`src/rtl/rc_step_responder.sv`:
```
// Emulates the RC network and threshold comparator behind the step_set/step_input pins of the RC TDC.
// Optional per-charge threshold jitter is compiled in with `define RC_JITTER_EN.
module rc_step_responder #(
    parameter int          W         = 24,
    parameter int          CAP_PF    = 100,
    parameter int          LN2_X100  = 69,
    parameter int          R_RESET   = 1,
    parameter logic [15:0] LFSR_SEED = 16'hACE1
) (
    input  logic       clk,
    input  logic       reset,
    input  logic       step_set,
    input  logic       cfg_valid,
    input  logic [7:0] cfg_r_code,
    output logic       cfg_ready,
    output logic       step_input,
    output logic [1:0] state
);

    typedef enum logic [1:0] {
        IDLE        = 2'd0,
        CHARGING    = 2'd1,
        CHARGED     = 2'd2,
        DISCHARGING = 2'd3
    } rc_state_t;

    localparam logic [63:0] LEVEL_MAX = (64'd1 << W) - 64'd1;

    // Full-width product, saturated to the counter range; zero is forced to one.
    function automatic logic [W-1:0] thresh(input logic [7:0] code);
        logic [63:0] prod;
        prod = 64'(code) * 64'(CAP_PF) * 64'(LN2_X100);
        if (prod == 64'd0)
            return W'(1);
        else if (prod > LEVEL_MAX)
            return LEVEL_MAX[W-1:0];
        else
            return prod[W-1:0];
    endfunction

    localparam logic [W-1:0] TARGET_RST = thresh(8'(R_RESET));

    if (LFSR_SEED == 16'h0000) begin : g_bad_seed
        $error("LFSR_SEED must be nonzero or the jitter LFSR locks up");
    end

    rc_state_t    cur_state, next_state;
    logic [W-1:0] level, level_next;
    logic [W-1:0] target;
    logic [W-1:0] cmp_target;

`ifdef RC_JITTER_EN
    function automatic logic [W-1:0] sat_add(input logic [W-1:0] base, input logic [3:0] jit);
        logic [W:0] sum;
        sum = (W+1)'(base) + (W+1)'(jit);
        return sum[W] ? {W{1'b1}} : sum[W-1:0];
    endfunction

    logic [15:0]  lfsr;
    logic [W-1:0] eff_target;
    logic [W-1:0] start_target;

    assign start_target = sat_add(target, lfsr[3:0]);
    // The jittered threshold is frozen for the whole pulse so charge and discharge times match.
    assign cmp_target   = (cur_state == IDLE) ? start_target : eff_target;

    always_ff @(posedge clk) begin
        if (reset) begin
            lfsr       <= LFSR_SEED;
            eff_target <= TARGET_RST;
        end else begin
            lfsr <= {lfsr[14:0], lfsr[15] ^ lfsr[13] ^ lfsr[12] ^ lfsr[10]};
            if (cur_state == IDLE && step_set)
                eff_target <= start_target;
        end
    end
`else
    assign cmp_target = target;
`endif

    // State register; step_input is registered off the next state for edge-exact hysteresis.
    always_ff @(posedge clk) begin
        if (reset) begin
            cur_state  <= IDLE;
            step_input <= 1'b0;
        end else begin
            cur_state  <= next_state;
            step_input <= (next_state == CHARGED) || (next_state == DISCHARGING);
        end
    end

    always_ff @(posedge clk) begin
        if (reset) begin
            level  <= '0;
            target <= TARGET_RST;
        end else begin
            level <= level_next;
            if (cfg_valid && cfg_ready)
                target <= thresh(cfg_r_code);
        end
    end

    // Next-state logic works on the post-edge level.
    always_comb begin
        level_next = level;
        if (step_set && (level < cmp_target))
            level_next = level + W'(1);
        else if (!step_set && (level != '0))
            level_next = level - W'(1);

        next_state = cur_state;
        case (cur_state)
            IDLE: begin
                if (step_set)
                    next_state = (level_next == cmp_target) ? CHARGED : CHARGING;
            end
            CHARGING: begin
                if (level_next == cmp_target)
                    next_state = CHARGED;
                else if (level_next == '0)
                    next_state = IDLE;
            end
            CHARGED: begin
                if (level_next == '0)
                    next_state = IDLE;
                else if (level_next != cmp_target)
                    next_state = DISCHARGING;
            end
            DISCHARGING: begin
                if (level_next == '0)
                    next_state = IDLE;
                else if (level_next == cmp_target)
                    next_state = CHARGED;
            end
            default: next_state = IDLE;
        endcase
    end

    always_comb begin
        cfg_ready = (cur_state == IDLE) && !step_set;
        state     = cur_state;
    end

endmodule

```
`config.mk`:
```
export PLATFORM = sky130hd
export DESIGN_NAME = rc_step_responder
export DESIGN_NICKNAME = d
export VERILOG_FILES = /design/src/rtl/rc_step_responder.sv
export SDC_FILE = /design/constraint.sdc
export NUM_CORES = 1
export LEC_CHECK = 0
export BUFFER_PORTS_ARGS = -buffer_cell sky130_fd_sc_hd__clkbuf_2
export CAP_MARGIN = 10
export CELL_PAD_IN_SITES_DETAIL_PLACEMENT = 0
export CELL_PAD_IN_SITES_GLOBAL_PLACEMENT = 2
export CORE_ASPECT_RATIO = 1.75
export CORE_MARGIN = 8
export CORE_UTILIZATION = 42
export DETAILED_ROUTE_END_ITERATION = 10
export HOLD_SLACK_MARGIN = 0.1
export PLACE_DENSITY = 0.85
export SYNTH_ARGS = -nofsm -noshare
export SYNTH_HDL_FRONTEND = slang
export SYNTH_SLANG_ARGS = --single-unit
```
`constraint.sdc`:
```
create_clock -name clk -period 17.2 [get_ports clk]
set_clock_uncertainty 0.2 [all_clocks]
set_input_delay 1.72 -clock clk [delete_from_list [all_inputs] [get_ports clk]]
set_output_delay 1.72 -clock clk [all_outputs]
set_load 0.03 [all_outputs]
```
Word level (Yosys, flattened, before mapping). Index checks and enable logic that the tools add are counted.

Add/subtract/negate cells: 2. Div/mod/pow operators: 0. Equal/unequal tests: 7. Magnitude comparators: 1. Reduce and logical (&&, ||, !) cells: 10. $mul: 2. Muxes and demuxes: 12. Bitwise operators: 0. Shift-type cells: 0.

Operator list (count): $mux W24 (2); $add A24 B1 Y24 const B (1); $eq A24 B24 Y1 (1); $logic_not A24 Y1 (1); $lt A24 B24 Y1 (1); $ne A24 B24 Y1 (1); $reduce_bool A24 Y1 (1); $sub A24 B1 Y24 const B (1); $logic_not A22 Y1 (1); $mux W22 (1); $mul A13 B7 Y20 const B (1); $mux W2 (8); $mul A8 B5 Y13 const B (1); $eq A2 B2 Y1 const B (4); $pmux W2 S4 (1); $logic_and A1 B1 Y1 (4); $eq A2 B1 Y1 const B (1); $logic_not A2 Y1 (1); $logic_not A1 Y1 (1); $logic_or A1 B1 Y1 (1).

Latch bits: 0. Memory bits (writable): 0. Bits in registers: 51. Memories: 0. Bits in read-only memories: 0. Input port bits: 12.

Logic depth before layout (Yosys ltp). Gate-level depths: netlist of the first run.

Depth in word-level cells: 10. Mapped depth: 29.

Worst setup path before layout of the first run. Ideal clock, no wire load.

Path kind: input port to flip-flop. From: input port cfg_r_code[2]. To: register target[3], in the netlist cmp_target[3]. Buffers on the path: 0. Arrival time: 7.309 ns. Slack: 9.559 ns. Stages on the path: 26. Library setup time: 0.132 ns. Cell sequence: ha_1 ha_1 fa_1 ha_1 nor2b_1 o21ai_0 a21boi_0 o21ai_0 nand2b_1 xnor2_1 inv_1 ha_1 ha_1 inv_1 fa_1 inv_1 ha_1 and3_1 a21oi_1 a31oi_1 a221o_1 nor2_1 o21ai_0 a2111oi_0 or3_1 a21oi_1.

Cells in the longest elaborated chain, start to end: 4.

RTL lines: from (decl) (RTL line 14) `input logic [7:0] cfg_r_code,`; $mul A8 B5 Y13 (RTL line 32) `prod = 64'(code) * 64'(CAP_PF) * 64'(LN2_X100);`; $mul A13 B7 Y20 (RTL line 32); $logic_not A22 Y1 (RTL line 33) `if (prod == 64'd0)`; $mux W22 (RTL line 33); to (signal assigned) (RTL line 99) `target <= thresh(cfg_r_code);`; to (decl) (RTL line 49) `logic [W-1:0] target;`.

No other way between the ends. A chain may end at the register's enable or synchronous reset.

Worst setup path after layout of the first run. Ends and elaborated chain as after synthesis.

==> impl_metrics.tcl, run 1 <==
set metrics [dict create \
    ys_dominant_reg_cell "dfxtp_1" \
    critPathSlowestCell "a2111oi_0" \
    critPathCaptureType "register" \
    period_minus_slack_ps 8130 \
    cp.arrival_ps 8110 \
    reg2reg_depth 13 \
    drc 0 \
    synth-seq-area-share_pct 15.3 \
    final_layout_size_suffix_gt1_share_pct 6.65 \
    htree_levels 2 \
    port-buffer-count 15 \
    seq_area_um2 961 \
    die_w_um 108 \
    path_clk_slew_ps 80 \
    areaGrowthSynthToFinish_pct 6.27 \
    final_antenna_net_count 0 \
    synthTopCellsByCount "ha_1, nor2_1, inv_1" \
    gr-usage-met1_pct 23.4 \
    vias 6434 \
    min_path_type "reg -> reg" \
    min_delay_worst_endpoint "cmp_target[19]" \
    fin_area_um2 6680 \
    synthArstFlopShare_pct 0 \
    worstSetupPathType "in -> reg" \
    grt-ovfl-total 0 \
    yosys_warnings 0 \
    synth_nets 945 \
    synth_seq_cells 48 \
    grtUsageMet3_pct 2.62 \
    max_cap_viol_count 0 \
    routed_wirelength_um 25200 \
    synth_cell_types 71 \
    timing.final.crit_share_pct 47.3 \
    hold-path-cell-count 2 \
    rows 59 \
    drtPass1Iterations 5 \
    syn_area_um2 6290 \
    vias_per_cell 6.37 \
    post_drt_wl_per_cell_um 25.0 \
    multiInputGateArea_um2 4930 \
    holdCritStartpoint "cmp_target[19]" \
    setup_viol 0 \
    clock_sinks 48 \
    synth-edff-count 0 \
    cts.repair.resized 0 \
    synthTopCellsByArea "ha_1, dfxtp_1, xnor2_1" \
    yosysMostFrequentCell "ha_1" \
    hold_buffers 0 \
    grt_pass1_vias 6689 \
    syn-instance-count 828 \
    postCtsSetupRepairBufs 0 \
    n_fill_cell 1568 \
    drtIter0Drc 289 \
    reg2reg_from "cmp_target[17]" \
    worstMarginPinSlew_ps 1110 \
    holdWs_ps 282 \
    start_util_pct 42.6 \
    grt_pass1_wl_um 38000 \
    r2r-end "step_input" \
    dpl.hpwl_um 21100 \
    grt-busiest-layer "met2" \
    root_buffer "clkbuf_16" \
    setup_tns_ps 0 \
    required_ps 17180 \
    cts_tree "built" \
    max_freq_mhz 123 \
    place_area_um2 6520 \
    cp-start-kind "input pin" \
    placed_cells 1001 \
    avgSynthCellArea_um2 7.59 \
    drv_slew 0 \
    synth_top_cell_area_share_pct 19.1 \
    grt_max_degree 31 \
    diodes 0 \
    worstSkewPairLatency_ps 300 \
    die_height_um 178 \
    nets 943 \
    synth_top_cell_by_area "ha_1" \
    met2_usage_pct 50.3 \
    die_area_um2 19300 \
    antenna_found_initial 0 \
    cpMostUsedCell "ha_1" \
    status "finished clean" \
    rsz0062_at_grt "no" \
    clk_path_buf_depth 2 \
    relSlewSlack_pct 24.9 \
    grtUsageTotal_pct 26.5 \
    routabilityCongestion 0.972 \
    layout.cells.non_filler 1010 \
    hold_viol 0 \
    r2r_setup_slack_ps 11890 \
    cts_made_buffers 5 \
    io_pins 16 \
    critPathMaxFanout 5 \
    cpPeakStageDelay_ps 680 \
    core-area_um2 14800 \
]
-- placed cells by master (no fill, tap or decap), drive strengths merged, types with 25 or more instances in the layout --
cell type	count
o21ai	34
inv	70
nand3	31
nand2	66
nor3	32
ha	96
xnor2	42
a21oi	44
xor2	25
nor2	72
dfxtp	48
-- area by class of cell --
type / count / share of cell area (%)
Multi-Input combinational cell: 678 / 73.8
Sequential cell: 48 / 14.4
Inverter: 68 / 3.82
Tap cell: 183 / 3.43
Timing Repair Buffer: 25 / 2.21
Clock buffer: 6 / 2.08
Clock inverter: 2 / 0.262
-- worst max-delay path, delay by kind of cell --
kind	cells	cell delay, ps
buf+inv	4	360
fa+ha+maj	8	2890
xor+xnor	1	290
simple gates	5	760
compound gates	9	2100
-- worst max-delay path by stage --
stage                        from       endpoint  slack (ps)  cells after the start
floorplan           cfg_r_code[2]  cmp_target[3]        9560                     26
global placement    cfg_r_code[2]  cmp_target[3]        8820                     27
detailed placement  cfg_r_code[2]  cmp_target[3]        8730                     27
CTS                 cfg_r_code[2]  cmp_target[3]        9040                     27
global route        cfg_r_code[2]  cmp_target[3]        8610                     27
finish              cfg_r_code[2]  cmp_target[3]        9070                     27
-- registers in the layout (all words and copies together), names as in the netlist --
register / cells
state: 2
level: 24
step_input: 1
cmp_target: 21
-- per-stage QoR --
step	utilization [%]	worst slack (ps)
3_5_place_dp	44.2	8730
3_3_place_gp	44.2	8820
4_1_cts	45.2	9040
5_1_grt	45.2	8610
2_1_floorplan	-	9560
6_report	45.2	9070
-- metal layers --
layer | part of all wire, % | vias up
li1 | - | 2996
met2 | 53 | 242
met5 | 0 | -
met4 | 10 | 0
met3 | 3.7 | 103
met1 | 33 | 3093
-- logic make-up (layout without fill, tap and decap cells) --
group | count (synthesis) | after routing | synth area share, %
compound gates | 173 | 173 | 18.4
xor+xnor | 68 | 68 | 9.69
fa+ha+maj | 105 | 105 | 22.0
buf+inv | 102 | 101 | 6.37
flops | 48 | 48 | 15.3
mux | 3 | 3 | 0.557
simple gates | 329 | 329 | 27.7
Power of run 1 is not shown: default switching activity piles up to over one toggle a cycle in this logic, so the estimate is an artifact.
==> run 2: changes to the inputs <==
--- a/config.mk
+++ b/config.mk
@@ -11,10 +11,10 @@
 export CELL_PAD_IN_SITES_GLOBAL_PLACEMENT = 2
 export CORE_ASPECT_RATIO = 1.75
 export CORE_MARGIN = 8
-export CORE_UTILIZATION = 42
+export CORE_UTILIZATION = 35
 export DETAILED_ROUTE_END_ITERATION = 10
 export HOLD_SLACK_MARGIN = 0.1
-export PLACE_DENSITY = 0.85
+export PLACE_DENSITY = 0.75
 export SYNTH_ARGS = -nofsm -noshare
 export SYNTH_HDL_FRONTEND = slang
 export SYNTH_SLANG_ARGS = --single-unit
==> constraint.sdc (replaced) <==
create_clock -name clk -period 7.2 [get_ports clk]
set_clock_uncertainty 0.2 [all_clocks]
set_input_delay 0.72 -clock clk [delete_from_list [all_inputs] [get_ports clk]]
set_output_delay 0.72 -clock clk [all_outputs]
set_load 0.03 [all_outputs]
==> impl_metrics.tcl, run 2 (synthesis results as in run 1) <==
set metrics [dict create \
    grt_pass1_vias 6403 \
    root_buffer "clkbuf_16" \
    status "finished clean" \
    grt_max_degree 31 \
    required_ps 7260 \
    max_cap_viol_count 0 \
    largest_reg_flops 24 \
    worstSetupPathType "in -> reg" \
    setup_viol 0 \
    post_drt_wl_per_cell_um 23.8 \
    io_pins 16 \
    vias_per_cell 5.96 \
    die_area_um2 22700 \
    cts_made_buffers 5 \
    r2r-end "step_input" \
    routed_wirelength_um 25500 \
    clk_path_buf_depth 2 \
    antenna_found_initial 0 \
    placed_cells 1059 \
    period_minus_slack_ps 6820 \
    worstSkewPairLatency_ps 320 \
    critPathMaxFanout 5 \
    hold-path-cell-count 2 \
    critPathCaptureType "register" \
    relSlewSlack_pct 28.3 \
    grt-ovfl-total 0 \
    diodes 0 \
    layout.cells.non_filler 1068 \
    min_delay_worst_endpoint "cmp_target[19]" \
    port-buffer-count 15 \
    final_antenna_net_count 0 \
    vias 6367 \
    die_height_um 193 \
    core-area_um2 17800 \
    postCtsSetupRepairBufs 0 \
    layout_commonest_cell "ha_1" \
    final_layout_size_suffix_gt1_share_pct 7.43 \
    min_path_type "reg -> reg" \
    grt_pass1_wl_um 37900 \
    cts_tree "built" \
    rsz0062_at_grt "no" \
    critPathSlowestCell "fa_1" \
    path_clk_slew_ps 80 \
    mostFrequentLayoutCells "ha_1, nor2_1, inv_1" \
    reg2reg_depth 13 \
    worstMarginPinSlew_ps 1060 \
    drv_slew 0 \
    routabilityCongestion 0.982 \
    drc 0 \
    cpMostUsedCell "ha_1" \
    areaGrowthSynthToFinish_pct 8.36 \
    crit_buf_inv 5 \
    fin_area_um2 6810 \
    hold_buffers 0 \
    holdWs_ps 292 \
    die_w_um 117 \
    drtIter0Drc 340 \
    start_util_pct 35.3 \
    max_freq_mhz 147 \
    largest-register "level" \
    critPathTopFamily "adder cells" \
    drtPass1Iterations 7 \
    cts.repair.resized 0 \
    timing.final.crit_share_pct 94.7 \
    r2r_setup_slack_ps 1540 \
    htree_levels 2 \
    dpl.hpwl_um 21300 \
    clock_sinks 48 \
    reg2reg_from "cmp_target[17]" \
    rows 65 \
    hold_viol 0 \
    cp.arrival_ps 6870 \
    grtUsageTotal_pct 22.1 \
    place_area_um2 6640 \
    cpPeakStageDelay_ps 530 \
    holdCritStartpoint "cmp_target[19]" \
    nets 950 \
    cp-start-kind "input pin" \
]
run 2: worst min-delay path: stages (launching register included):
cell and delay, ps:
dfxtp_1 340, nand2_1 60, a21oi_1 50
run 2: per-stage QoR:
step | util [%] | worst slack (ps) | TNS [ps]
6_report | 38.2 | 384 | 0
3_3_place_gp | 37.3 | 114 | 0
4_1_cts | 38.2 | 279 | 0
5_1_grt | 38.2 | 54.1 | 0
3_5_place_dp | 37.3 | -37.6 | -73.6
2_1_floorplan | - | 559 | 0
run 2: worst max path at each step:
stage                       start       endpoint  depth (start not counted)
floorplan           cfg_r_code[2]  cmp_target[3]                         26
global placement    cfg_r_code[2]  cmp_target[3]                         28
detailed placement  cfg_r_code[2]  cmp_target[0]                         28
CTS                 cfg_r_code[2]  cmp_target[0]                         28
global route        cfg_r_code[2]  cmp_target[0]                         28
finish              cfg_r_code[2]  cmp_target[0]                         28
run 2: final cells by class:
type / instances / area [um^2]
Clock buffer: 5 / 125
Clock inverter: 3 / 46.3
Fill cell: 1903 / 11000
Inverter: 68 / 255
Multi-Input combinational cell: 678 / 4930
Sequential cell: 48 / 961
Tap cell: 234 / 293
Timing Repair Buffer: 32 / 200
run 2: layer usage:
metal / global-route usage (%) / part of all wire [%] / up-vias
met5: 0 / 0 / -
met3: 2.86 / 4.0 / 105
met1: 18.9 / 32 / 3018
met2: 42.6 / 54 / 229
li1: - / - / 3015
met4: 21.2 / 11 / 0
Power of run 2 is left out for the same reason.
